File: config.mk
export PLATFORM = sky130hd
export DESIGN_NAME = fetch_unit
export DESIGN_NICKNAME = d
export VERILOG_FILES = /design/src/rtl/fetch_unit_pkg.sv /design/src/rtl/fetch_unit_next_pc.sv /design/src/rtl/fetch_unit.sv
export SDC_FILE = /design/constraint.sdc
export NUM_CORES = 1
export LEC_CHECK = 0
export ABC_AREA = 1
export BUFFER_PORTS_ARGS = -buffer_cell sky130_fd_sc_hd__buf_2
export CORE_ASPECT_RATIO = 1.4
export CORE_MARGIN = 2
export CORE_UTILIZATION = 25
export DETAILED_ROUTE_END_ITERATION = 10
export GPL_TIMING_DRIVEN = 1
export PLACE_DENSITY_LB_ADDON = 0.2
export SLEW_MARGIN = 10
export SYNTH_ARGS = -nofsm -noshare
export SYNTH_HDL_FRONTEND = slang
export SYNTH_SLANG_ARGS = --single-unit
File: constraint.sdc
create_clock -name clock -period 1.7 [get_ports clock]
set_clock_uncertainty 0.05 [all_clocks]
set_input_delay 0.34 -clock clock [delete_from_list [all_inputs] [get_ports clock]]
set_output_delay 0.34 -clock clock [all_outputs]
set_load 0.02 [all_outputs]
File: src/rtl/fetch_unit_pkg.sv
// fetch_unit_pkg: shared encodings for the instruction fetch stage.
// Holds the next_PC_select codes, the fetch FSM state codes and the PC step.
package fetch_unit_pkg;

    // next_PC_select encodings fed back from IF/ID
    localparam logic [1:0] PCSEL_SEQ    = 2'b00;
    localparam logic [1:0] PCSEL_BRANCH = 2'b01;
    localparam logic [1:0] PCSEL_JAL    = 2'b10;
    localparam logic [1:0] PCSEL_JALR   = 2'b11;

    // Fetch FSM states (legacy-compatible constant encoding)
    typedef logic [1:0] fetch_state_t;
    localparam fetch_state_t ST_REQ  = 2'd0;
    localparam fetch_state_t ST_WAIT = 2'd1;
    localparam fetch_state_t ST_HOLD = 2'd2;

    // Sequential PC step in bytes
    localparam int unsigned PC_INCREMENT = 4;

endpackage

File: src/rtl/fetch_unit_next_pc.sv
// fetch_next_pc: combinational redirect detection and target selection.
// Targets are forced to word alignment.
module fetch_next_pc
    import fetch_unit_pkg::*;
#(
    parameter int ADDRESS_BITS = 20
) (
    input  logic                    branch,
    input  logic [1:0]              next_PC_select,
    input  logic [ADDRESS_BITS-1:0] branch_target,
    input  logic [ADDRESS_BITS-1:0] JAL_target,
    input  logic [ADDRESS_BITS-1:0] JALR_target,
    output logic                    redirect,
    output logic [ADDRESS_BITS-1:0] target
);

    // Decode the select code into a redirect flag and an aligned target
    always_comb begin
        redirect = 1'b0;
        target   = branch_target;
        case (next_PC_select)
            PCSEL_SEQ:    redirect = 1'b0;
            PCSEL_BRANCH: redirect = branch;
            PCSEL_JAL: begin
                redirect = 1'b1;
                target   = JAL_target;
            end
            PCSEL_JALR: begin
                redirect = 1'b1;
                target   = JALR_target;
            end
            default:      redirect = 1'b0;
        endcase
        target[1:0] = 2'b00;
    end

endmodule

File: src/rtl/fetch_unit.sv
// fetch_unit: instruction fetch stage. Owns the PC, issues one read at a
// time to instruction memory and presents instruction/PC pairs to IF/ID.
// Optional perf counters are built when FETCH_PERF_COUNTERS_EN is defined.
module fetch_unit
    import fetch_unit_pkg::*;
#(
    parameter int                      CORE         = 0,
    parameter int                      DATA_WIDTH   = 32,
    parameter int                      ADDRESS_BITS = 20,
    parameter logic [ADDRESS_BITS-1:0] RESET_PC     = '0
) (
    input  logic                    clock,
    input  logic                    reset,
    input  logic                    branch,
    input  logic [ADDRESS_BITS-1:0] branch_target,
    input  logic [ADDRESS_BITS-1:0] JAL_target,
    input  logic [ADDRESS_BITS-1:0] JALR_target,
    input  logic [1:0]              next_PC_select,
    input  logic                    stall,
    output logic                    imem_req_valid,
    output logic [ADDRESS_BITS-1:0] imem_req_addr,
    input  logic                    imem_req_ready,
    input  logic                    imem_rsp_valid,
    input  logic [DATA_WIDTH-1:0]   imem_rsp_data,
    output logic [DATA_WIDTH-1:0]   instruction,
    output logic [ADDRESS_BITS-1:0] inst_PC,
    output logic                    inst_valid,
    output logic [31:0]             fetch_count,
    output logic [31:0]             squash_count
);

    if (ADDRESS_BITS < 3 || CORE < 0 || RESET_PC[1:0] != 2'b00) begin : g_bad_cfg
        $error("fetch_unit: invalid parameter configuration");
    end

    logic [ADDRESS_BITS-1:0] pc;
    fetch_state_t            state;
    logic                    started;
    logic                    drop;
    logic                    skid_valid;
    logic [DATA_WIDTH-1:0]   skid_data;
    logic [ADDRESS_BITS-1:0] skid_pc;
    logic                    redirect;
    logic [ADDRESS_BITS-1:0] redirect_target;
    logic                    accept;
    logic                    rsp_in;
    logic                    capture;

    fetch_next_pc #(
        .ADDRESS_BITS (ADDRESS_BITS)
    ) u_next_pc (
        .branch         (branch),
        .next_PC_select (next_PC_select),
        .branch_target  (branch_target),
        .JAL_target     (JAL_target),
        .JALR_target    (JALR_target),
        .redirect       (redirect),
        .target         (redirect_target)
    );

    // started keeps the request low while reset is held and for the release cycle
    assign imem_req_valid = started && (state == ST_REQ);
    assign imem_req_addr  = pc;
    assign accept         = imem_req_valid && imem_req_ready;
    assign rsp_in         = (state == ST_WAIT) && imem_rsp_valid;
    assign capture        = rsp_in && !drop && !redirect;

    // PC and FSM; redirect wins over everything, a request still in flight
    // (or accepted this very cycle) is waited out with drop set
    always_ff @(posedge clock or negedge reset) begin
        if (!reset) begin
            pc      <= RESET_PC;
            state   <= ST_REQ;
            started <= 1'b0;
            drop    <= 1'b0;
        end else begin
            started <= 1'b1;
            if (redirect) begin
                pc <= redirect_target;
                if (((state == ST_WAIT) && !imem_rsp_valid) || accept) begin
                    state <= ST_WAIT;
                    drop  <= 1'b1;
                end else begin
                    state <= ST_REQ;
                    drop  <= 1'b0;
                end
            end else begin
                case (state)
                    ST_REQ: begin
                        if (accept) state <= ST_WAIT;
                    end
                    ST_WAIT: begin
                        if (imem_rsp_valid) begin
                            drop <= 1'b0;
                            if (!drop) begin
                                pc    <= pc + ADDRESS_BITS'(PC_INCREMENT);
                                state <= stall ? ST_HOLD : ST_REQ;
                            end else begin
                                state <= ST_REQ;
                            end
                        end
                    end
                    ST_HOLD: begin
                        if (!stall) state <= ST_REQ;
                    end
                    default: state <= ST_REQ;
                endcase
            end
        end
    end

    // IF/ID output register and 1-entry skid for a response caught under stall
    always_ff @(posedge clock or negedge reset) begin
        if (!reset) begin
            instruction <= '0;
            inst_PC     <= '0;
            inst_valid  <= 1'b0;
            skid_valid  <= 1'b0;
            skid_data   <= '0;
            skid_pc     <= '0;
        end else if (redirect) begin
            inst_valid <= 1'b0;
            skid_valid <= 1'b0;
        end else if (stall) begin
            if (capture) begin
                if (!inst_valid) begin
                    instruction <= imem_rsp_data;
                    inst_PC     <= pc;
                    inst_valid  <= 1'b1;
                end else begin
                    skid_valid <= 1'b1;
                    skid_data  <= imem_rsp_data;
                    skid_pc    <= pc;
                end
            end
        end else begin
            if (capture) begin
                instruction <= imem_rsp_data;
                inst_PC     <= pc;
                inst_valid  <= 1'b1;
            end else if (skid_valid) begin
                instruction <= skid_data;
                inst_PC     <= skid_pc;
                inst_valid  <= 1'b1;
                skid_valid  <= 1'b0;
            end else begin
                inst_valid <= 1'b0;
            end
        end
    end

`ifdef FETCH_PERF_COUNTERS_EN
    logic        discard;
    logic [31:0] fetch_cnt;
    logic [31:0] squash_cnt;

    assign discard = rsp_in && (drop || redirect);

    // Count captured and squashed responses; both wrap naturally
    always_ff @(posedge clock or negedge reset) begin
        if (!reset) begin
            fetch_cnt  <= '0;
            squash_cnt <= '0;
        end else begin
            if (capture) fetch_cnt  <= fetch_cnt + 32'd1;
            if (discard) squash_cnt <= squash_cnt + 32'd1;
        end
    end

    assign fetch_count  = fetch_cnt;
    assign squash_count = squash_cnt;
`else
    assign fetch_count  = '0;
    assign squash_count = '0;
`endif

endmodule

==> results of run 1 <==
==> synthesized netlist by cell type, types with 3 or more instances <==
cell        n
buf_6       4
dfrtp_1   124
nand3_1    58
buf_2      27
nand2_1   361
o21ai_0    34
o211ai_1    3
nand2_2     3
a21oi_1    11
nor3_1      7
a21oi_2    19
o21ai_1    41
nand4_1     3
inv_1      65
buf_4      71
nor2_1     51
clkbuf_1    6
==> worst paths after layout <==
path | end | slack (ns) | cells past startpoint
max | imem_req_valid | -0.01 | 3
min in group asynchronous | state[1]$_DFFE_PN0P_ | 0.33 | 2
max in group asynchronous | imem_req_addr[12]$_DFFE_PN0P_ | 0.70 | 3
min reg2reg | instruction[6]$_DFFE_PN0P_ | 0.42 | 2
min | skid_data[18]$_DFFE_PN0P_ | 0.12 | 3
max reg2reg | instruction[21]$_DFFE_PN0P_ | 0.08 | 9
==> worst max-delay path, delay by kind of cell (launching register included) <==
family | cells | cell delay (ns)
DFF | 1 | 0.41
buffers and inverters | 2 | 0.29
and+or+nand+nor | 1 | 0.19
==> state kept, by name, summed over array words and instances (netlist names) <==
signal and cells:
skid_pc 18, started 1, skid_valid 1, imem_req_addr 18
inst_valid 1, state 2, inst_PC 18, instruction 32
skid_data 32, drop 1
==> repair_timing <==
| action | CTS | global route |
|---|---|---|
| pin swaps | 1 | 4 |
| endpoints found under the hold margin | 29 | 0 |
| hold buffers | 1 | 0 |
| cloned | 0 | 1 |
| resized for setup | 3 | 18 |
| setup buffers | 1 | 3 |
| setup endpoints to repair | 1 | 72 |
==> where the power goes <==
part	switching (mW)	leakage, nW	internal [mW]
logic	1.81	3.02	0.966
registers	0.362	1.53	3.51
clock network	1.42	0.312	2.64
total	3.59	4.86	7.12
==> metal layers <==
layer	global-route usage (%)	up-vias	share of wire, %
met5	0	-	0
met4	5.34	0	2.2
li1	-	3127	-
met2	24.7	207	49
met1	17.3	2731	44
met3	3.09	22	4.9
==> cell type report <==
type / count / area (um^2) / area share (%)
Sequential cell: 124 / 3100 / 34.8
Multi-Input combinational cell: 679 / 3010 / 33.8
Timing Repair Buffer: 218 / 1430 / 16.0
Tap cell: 365 / 457 / 5.12
Clock buffer: 18 / 439 / 4.92
Inverter: 69 / 263 / 2.95
Clock inverter: 14 / 218 / 2.44
==> cell families (layout without fill, tap and decap cells) <==
group	after synthesis	in the layout	synth area share (%)
simple gates	491	491	29.3
fa+ha+maj	1	1	0.183
other cells	2	69	0.110
compound gates	117	117	10.1
buf+inv	178	319	14.7
flops	124	124	45.5
xor+xnor	1	1	0.128
==> reports/results.txt, run 1 <==
Final core occ - 33.3%
Largest cells by area after synthesis - dfrtp_1 45%, nand2_1 20%, buf_4 7.8%
Max Cap Viol - 0
Vias in the first global route - 6007
Placed cell count - 1449
Async S/R FF share, synth - 100%
Num CTS Buffers - 17
Syn_area_per_cell - 7.46 um^2
Num rows - 71
Routed WL - 19800 um
Commonest non-fill, non-tap cell in the layout - nand2_1
Ys flop type - dfrtp_1
Final Max Slew Viols - 0
Yosys reg bits - 124
Gr usage total - 14.3%
Synth area leader - dfrtp_1
Die ar. - 28600 um^2
Final worst slack - -0.0109 ns
Total Nets Final - 1210
Worst Hold Launch - imem_rsp_data[18]
DR vias/cell - 4.09
Outcome - finished, violations left
Die W - 144 um
Leak Pwr - 4.86 nW
Yosys top cell area share - 45.5%
Maximum fanout along the worst path - 3
First-pass GRT wire length - 31600 um
Global placer's final weighted congestion - 0.800
# DRC - 0
Cell Area, Synth - 6820 um^2
Critical path class - register to output pin
Worst Path Required - 1.31 ns
Post-synthesis sequential area ratio - 45.5%
Non-Filler Instances - 1487
Total Neg Setup Slack - -0.0109 ns
RSZ-0062 raised after global routing - true
Layout cells sized above 1 - 25.8%
Power density over the cells - 1200 nW/um^2
Crit-path cells - buf_4 > nor3b_4 > buf_6
Worst-Skew Late Latency - 0.42 ns
Chip height - 199 um
Failing checks - setup timing
Startpoint Class - register
Clk root buf - clkbuf_16
Arr. time, crit path - 1.32 ns
Antenna Cells - 0
WL/cell - 13.3 um
Global route overflow - 0
Post-Layout Inst Area - 8920 um^2
Clk pin slew, worst setup/hold paths - 0.06 ns
Final setup viols - 1
Fmax - 584 MHz
Clock sinks - 124
Initial core utilization - 25.4%
Io pins - 238
Fillers - 2914
Min-delay worst type - input pin to register
Worst R2R Start - state[1]$_DFFE_PN0P_
Crit path largest cell delay - 0.41 ns
ANT nets after route - 0
PortBufs - 163
Pre-CTS setup slack - 0.0323 ns
Peak supply drop - 0.527 mV
Post-layout min period - 1.71 ns
Overall Power - 10.7 mW
Area Growth Syn to Fin - 30.8%
Placed Area - 8140 um^2
Worst Setup End Kind - output pin
Cell variety after synth - 36
Post-DP HPWL - 14400 um
CP max stage cell - dfrtp_1
Initial antenna violation count - 0
Critical path startpoint - state[1]$_DFFE_PN0P_
Synth warn - 0
Maximum number of pins on one net before global-route repair - 57
Clock H-tree levels - 4
CTS tree - built
DR pass1 iterations - 5
Core Footprint - 26800 um^2
Vias - 6087
Period utilisation layout - 101%
EDFF count, synth - 0
Cells after synthesis - 914
Commonest non-fill, non-tap cells in the layout - 359 x nand2_1, 161 x buf_2, 123 x dfrtp_1
DRT iter0 DRCs - 254
Bufs on Longest Clock Path - 2
Fin. Hold Viols - 0
Hold WS - 0.115 ns
Power figures use the tool's default switching activity.
==> run 2: changes to the inputs <==
ABC_AREA = unset   (was 1)
==> run 2 against run 1 <==
Against the previous run:
- the run still ends with setup timing left
- critical path depth up 3
- synthesized cell count is 41% lower
- cell area grew 6.7%
- hold slack lost 0.0039 ns
- register-to-register slack lost 0.32 ns
- flip-flop and latch count did not move
- maximum frequency shrank 12%
- clock power fell by 2%
- count of clock-buffer cells in the layout increased by 1
==> reports/results.txt, run 2 <==
Outcome - finished, violations left
Failing checks - setup timing
ANT nets after route - 0 (unchanged)
Routed WL - 20000 um (+1.4%)
Core Footprint - 25500 um^2 (-5.1%)
Most common cell on crit path - mux2_4
Hold WS - 0.111 ns (-0.00386 ns)
Antenna Cells - 0 (unchanged)
Synth cell count leaders - 137 x mux2_2, 124 x dfrtp_1, 69 x buf_4
WL/cell - 18.2 um (+37%)
CTS tree - built
Overall Power - 11.1 mW (+4.0%)
Post-synthesis sequential area ratio - 47.7% (+2.2 points)
Total Neg Setup Slack - -20.63 ns (-20.62 ns)
Crit-path cells - and4bb_4 > a21oi_4 > buf_8 > clkbuf_16 > mux2_4 > mux2_4
Clk root buf - clkbuf_16
Placed cell count - 1037 (-28%)
Maximum number of pins on one net before global-route repair - 48 (-16%)
CP max stage cell - and4bb_4
Vias in the first global route - 4997 (-17%)
DR pass1 iterations - 4 (-1)
Io pins - 238 (unchanged)
Cell Area, Synth - 6500 um^2 (-4.6%)
Syn_area_per_cell - 12.1 um^2 (+62%)
Max Cap Viol - 0 (unchanged)
Worst-Skew Late Latency - 0.42 ns (about the same)
Reg2Reg Setup Slack - -0.24 ns (-0.32 ns)
Fmax - 516 MHz (-12%)
Worst Hold Launch - imem_rsp_data[12]
Crit path largest cell delay - 0.42 ns (about the same)
Total Nets Final - 867 (-28%)
Fin. Hold Viols - 0 (unchanged)
Die W - 140 um (-2.3%)
Hold path depth - 2 (-1)
PortBufs - 163 (unchanged)
Synth area leader - dfrtp_1
Clk pin slew, worst setup/hold paths - 0.06 ns (about the same)
Num CTS Buffers - 17 (unchanged)
Clock H-tree levels - 4 (unchanged)
Delay-heaviest family, CP - multiplexers
Fillers - 2538 (-13%)
Gr usage total - 13.9% (-0.35 points)
Vias - 4838 (-21%)
Worst Path Required - 1.95 ns (+0.64 ns)
Post-DP HPWL - 12100 um (-16%)
RSZ-0062 raised after global routing - true
Final Max Slew Viols - 0 (unchanged)
Pre-CTS setup slack - -0.353 ns (-0.385 ns)
EDFF count, synth - 0 (unchanged)
Final worst slack - -0.236 ns (-0.225 ns)
Commonest non-fill, non-tap cells in the layout - 161 x buf_2, 115 x dfrtp_1, 110 x mux2_4
Critical path class - register to register
Die ar. - 27300 um^2 (-4.5%)
Reg2reg path depth - 6 (-3)
Global route overflow - 0 (unchanged)
Num rows - 69 (-2.8%)
Crit Reg-Reg Endpoint - instruction[15]$_DFFE_PN0P_
Global placer's final weighted congestion - 0.745 (-6.9%)
DR vias/cell - 4.41 (+7.6%)
Bufs on Longest Clock Path - 2 (unchanged)
Worst R2R Start - state[1]$_DFFE_PN0P_
Buf/Inv on CP - 2 (unchanged)
Layout cells sized above 1 - 57.4% (+32 points)
Commonest non-fill, non-tap cell in the layout - buf_2
Largest cells by area after synthesis - dfrtp_1 48%, mux2_2 24%, buf_4 8.0%
Final setup viols - 106 (+105)
Maximum fanout along the worst path - 7 (+4)
Yosys top cell area share - 47.7% (+2.2 points)
Leak Pwr - 4.72 nW (-3.0%)
First-pass GRT wire length - 28900 um (-8.6%)
Initial core utilization - 25.5% (+0.12 points)
Yosys reg bits - 124 (unchanged)
Worst Setup End Kind - register
Peak supply drop - 0.867 mV (+65%)
Area Growth Syn to Fin - 46.3%
Biggest regs - instruction: 32 flops, skid_data: 32 flops
Cells after synthesis - 539 (-41%)
Async S/R FF share, synth - 100% (unchanged)
Initial antenna violation count - 0 (unchanged)
Period utilisation layout - 114% (+13 points)
Power density over the cells - 1170 nW/um^2 (-2.5%)
Ys flop type - dfrtp_1
DRT iter0 DRCs - 151 (-41%)
Chip height - 195 um (-2.3%)
Min-delay worst type - input pin to register
Most common cell in the netlist - mux2_2
Arr. time, crit path - 2.19 ns (+0.87 ns)
Non-Filler Instances - 1098 (-26%)
Hold Path Sink - skid_data[12]$_DFFE_PN0P_
Cell variety after synth - 50 (+39%)
Post-layout min period - 1.94 ns (+0.225 ns)
Clock sinks - 124 (unchanged)
# DRC - 0 (unchanged)
Synth warn - 0 (unchanged)
Startpoint Class - register
[run 2: cell types whose count changed after synthesis, moves of 28 or more]
cell / change
inv_1: -60
o21ai_1: -41
mux2_2: +137
nor2_1: -38
nand2_1: -345
nand3_1: -46
o21ai_0: -28
[run 2: timing repair]
action	in CTS	in global routing
pin swaps	6	6
endpoints found under the setup margin	109	111
gates resized for setup	81	50
setup buffers	15	2
hold buffers	1	0
hold endpoints to repair	23	0
gates cloned	7	8
[run 2: worst max path at each step]
| stage | from | endpoint | cells past startpoint |
|---|---|---|---|
| 2_1_floorplan | state[0]$_DFFE_PN0P_ | instruction[10]$_DFFE_PN0P_ | 6 |
| 3_3_place_gp | drop$_DFFE_PN0P_ | skid_data[3]$_DFFE_PN0P_ | 5 |
| 3_5_place_dp | drop$_DFFE_PN0P_ | skid_data[1]$_DFFE_PN0P_ | 5 |
| 4_1_cts | state[0]$_DFFE_PN0P_ | instruction[20]$_DFFE_PN0P_ | 6 |
| 5_1_grt | state[1]$_DFFE_PN0P_ | skid_data[20]$_DFFE_PN0P_ | 7 |
| 6_report | state[1]$_DFFE_PN0P_ | instruction[15]$_DFFE_PN0P_ | 6 |
[run 2: cell type report]
cell class	instances	area [um^2]	area share, %
repair buffers	241	1820	19.2
clock inverters	13	198	2.08
clock buffers	19	433	4.55
multi-input cells	377	3530	37.1
well taps	319	399	4.19
flip-flops and latches	124	3110	32.7
inverters	5	18.8	0.197
[run 2: per-stage QoR]
stage	utilization [%]	instance area [um^2]
final	37.4	9520
after global routing	37.4	9520
after CTS	36.0	9170
after detailed placement	31.1	7910
after global placement	31.1	7910
after floorplan	-	6990
[run 2: kinds of logic after synthesis]
logic type	Yosys count	synth area share (%)
AO/OA/AOI/OAI	51	5.39
XOR/XNOR	8	1.08
adder cells (fa/ha/maj)	1	0.192
buffers and inverters	105	10.4
flip-flops	124	47.7
multiplexers	163	28.0
other	2	0.115
AND/OR/NAND/NOR	85	7.14
[run 2: power by group]
part | internal (mW) | switching [mW] | total (mW)
registers | 3.53 | 0.321 | 3.85
logic | 1.55 | 1.76 | 3.31
clock network | 2.59 | 1.38 | 3.97
[run 2: worst register-to-register path: stages (launching register included)]
cell       delay (ns)
dfrtp_1          0.38
and4bb_4         0.42
a21oi_4          0.09
buf_8            0.15
clkbuf_16        0.18
mux2_4           0.30
mux2_4           0.25
[run 2: routing by layer]
layer	GRT usage [%]	routed length (um)
met1	16.6	8570
met2	24.0	9930
met3	4.26	1330
met4	4.04	201
met5	0	0
==> run 3: changes to the inputs <==
CORE_ASPECT_RATIO = unset   (was 1.4)
==> run 3 against run 2 <==
Against the previous run:
- the flow still finishes with violations (setup timing)
- flip-flop and latch count unchanged
- core utilization down 1.6 points
- maximum frequency up 1.1%
- via count down 2.4%
- worst setup slack better by 0.022 ns
- clock power down 11%
- combinational power down 8.2%
==> reports/results.txt, run 3 (same netlist as run 2, synthesis figures left out) <==
Outcome - finished, violations left
Failing checks - setup timing
Fillers - 2646 (+4.3%)
Arr. time, crit path - 2.15 ns (-0.04 ns)
Sequential power share - 36.9% (+2.3 points)
Crit path largest cell delay - 0.39 ns (-0.03 ns)
Global route overflow - 0 (unchanged)
Placed Area - 8070 um^2 (+2.0%)
Period utilisation layout - 113% (-1.3 points)
Switching power - 3.45 mW (-0.39%)
Pre-CTS setup slack - -0.332 ns (+0.0203 ns)
Hold WS - 0.122 ns (+0.0104 ns)
Initial antenna violation count - 0 (unchanged)
Post-DP HPWL - 12100 um (-0.61%)
CP max stage cell - dfrtp_1
Crit-path cells - and4bb_4 > a21oi_4 > buf_12 > buf_16 > mux2_4 > mux2_2
RSZ-0062 raised after global routing - true
Critical path class - register to register
Num rows - 59 (-14%)
DR vias/cell - 4.22 (-4.1%)
Vias in the first global route - 4702 (-5.9%)
DRT iter0 DRCs - 183 (+21%)
Critical path depth in cells - 6 (unchanged)
Commonest non-fill, non-tap cells in the layout - 161 x buf_2, 115 x dfrtp_1, 88 x mux2_2
Initial core utilization - 25.2% (-0.36 points)
DR top layer - met4
Fin. Hold Viols - 0 (unchanged)
Gr usage total - 13.0% (-0.96 points)
Startpoint Class - register
Area Growth Syn to Fin - 42.2%
Clk pin slew, worst setup/hold paths - 0.06 ns (about the same)
Peak supply drop - 0.512 mV (-41%)
PortBufs - 163 (unchanged)
Internal cell power - 6.94 mW (-9.4%)
Power share of the clock group - 33.9% (-1.8 points)
Met3 Routed Length - 1230 um (-7.1%)
Min-delay worst type - input pin to register
Antenna Cells - 0 (unchanged)
Clock H-tree levels - 4 (unchanged)
Num CTS Buffers - 17 (unchanged)
Max Cap Viol - 0 (unchanged)
Power density over the cells - 1120 nW/um^2 (-4.0%)
Chip height - 165 um (-15%)
Metal2 WL - 8290 um (-17%)
Combinational fraction of design power - 29.3% (-0.4 points)
Post-layout min period - 1.91 ns (-0.0217 ns)
CTS tree - built
Die W - 165 um (+18%)
Clock sinks - 124 (unchanged)
Biggest regs - instruction: 32 flops, skid_data: 32 flops
Global placer's final weighted congestion - 0.699 (-6.1%)
Worst-Skew Late Latency - 0.41 ns (about the same)
ANT nets after route - 0 (unchanged)
Final worst slack - -0.214 ns (+0.0217 ns)
Post-Layout Inst Area - 9250 um^2 (-2.8%)
Clk root buf - clkbuf_16
Bufs on Longest Clock Path - 2 (unchanged)
WL/cell - 16.0 um (-12%)
Total Nets Final - 871 (+0.46%)
Total Neg Setup Slack - -17.64 ns (+2.99 ns)
Hold path depth - 2 (unchanged)
Commonest non-fill, non-tap cell in the layout - buf_2
Maximum fanout along the worst path - 9 (+2)
First-pass GRT wire length - 26600 um (-7.9%)
Maximum number of pins on one net before global-route repair - 42 (-13%)
Fmax - 522 MHz (+1.1%)
Switching Fraction - 33.2% (+2.1 points)
Met1 WL - 8280 um (-3.4%)
DR pass1 iterations - 4 (unchanged)
Final setup viols - 105 (-0.94%)
# DRC - 0 (unchanged)
Core Footprint - 25800 um^2 (+1.4%)
Layout cells sized above 1 - 58.7% (+1.4 points)
Reg2reg path depth - 6 (unchanged)
Overall Power - 10.4 mW (-6.6%)
Delay-heaviest family, CP - multiplexers
Vias - 4722 (-2.4%)
Buf/Inv on CP - 2 (unchanged)
Worst Path Required - 1.94 ns (about the same)
Io pins - 238 (unchanged)
Routed WL - 17900 um (-11%)
Final Max Slew Viols - 0 (unchanged)
Leak Pwr - 4.54 nW (-3.8%)
Worst Setup End Kind - register
Die ar. - 27300 um^2 (about the same)
[run 3: layer usage]
metal,up-vias,GRT usage [%]
met3,7,3.67
li1,2262,-
met4,0,2.94
met5,-,0
met1,2300,17.2
met2,153,20.9
[run 3: worst paths after layout]
check / from / to / slack [ns]
min in group asynchronous: reset / drop$_DFFE_PN0P_ / 0.40
max in group asynchronous: reset / skid_data[29]$_DFFE_PN0P_ / 0.68
worst max-delay path: state[1]$_DFFE_PN0P_ / inst_PC[19]$_DFFE_PN0P_ / -0.21
worst min register to register: instruction[31]$_DFFE_PN0P_ / instruction[31]$_DFFE_PN0P_ / 0.45
worst max register to register: state[1]$_DFFE_PN0P_ / inst_PC[19]$_DFFE_PN0P_ / -0.21
worst min-delay path: imem_rsp_data[10] / skid_data[10]$_DFFE_PN0P_ / 0.12
[run 3: layout make-up]
cell class                 count  area (um^2)  share of cell area [%]
tap                          335          419                    4.53
multi-input combinational    377         3400                    36.7
sequential                   124         3110                    33.7
clock inverter                13          116                    1.26
timing repair buffer         245         1730                    18.7
inverter                       5         18.8                   0.203
clock buffer                  19          453                    4.90
[run 3: stage by stage]
step / utilization (%) / std cells
finish: 35.8 / 1118
global route: 35.8 / 1118
CTS: 35.0 / 1111
detailed placement: 31.2 / 1068
global placement: 31.2 / 1068
floorplan: - / 606
[run 3: what timing repair did]
action	4_1_cts	5_1_grt
hold endpoints to repair	34	0
cloned	3	1
pin swaps	6	14
setup endpoints to repair	110	114
hold buffers	1	0
setup buffers	7	7
resized for setup	61	32
[run 3: power groups by stage]
| stage | clock network, mW | logic, mW | registers, mW |
|---|---|---|---|
| floorplan | 0 | 1.18 | 4.55 |
| global placement | 0 | 2.88 | 3.88 |
| detailed placement | 0 | 2.89 | 3.89 |
| CTS | 3.63 | 3.03 | 3.84 |
| global route | 3.78 | 3.30 | 3.91 |
| finish | 3.52 | 3.04 | 3.83 |
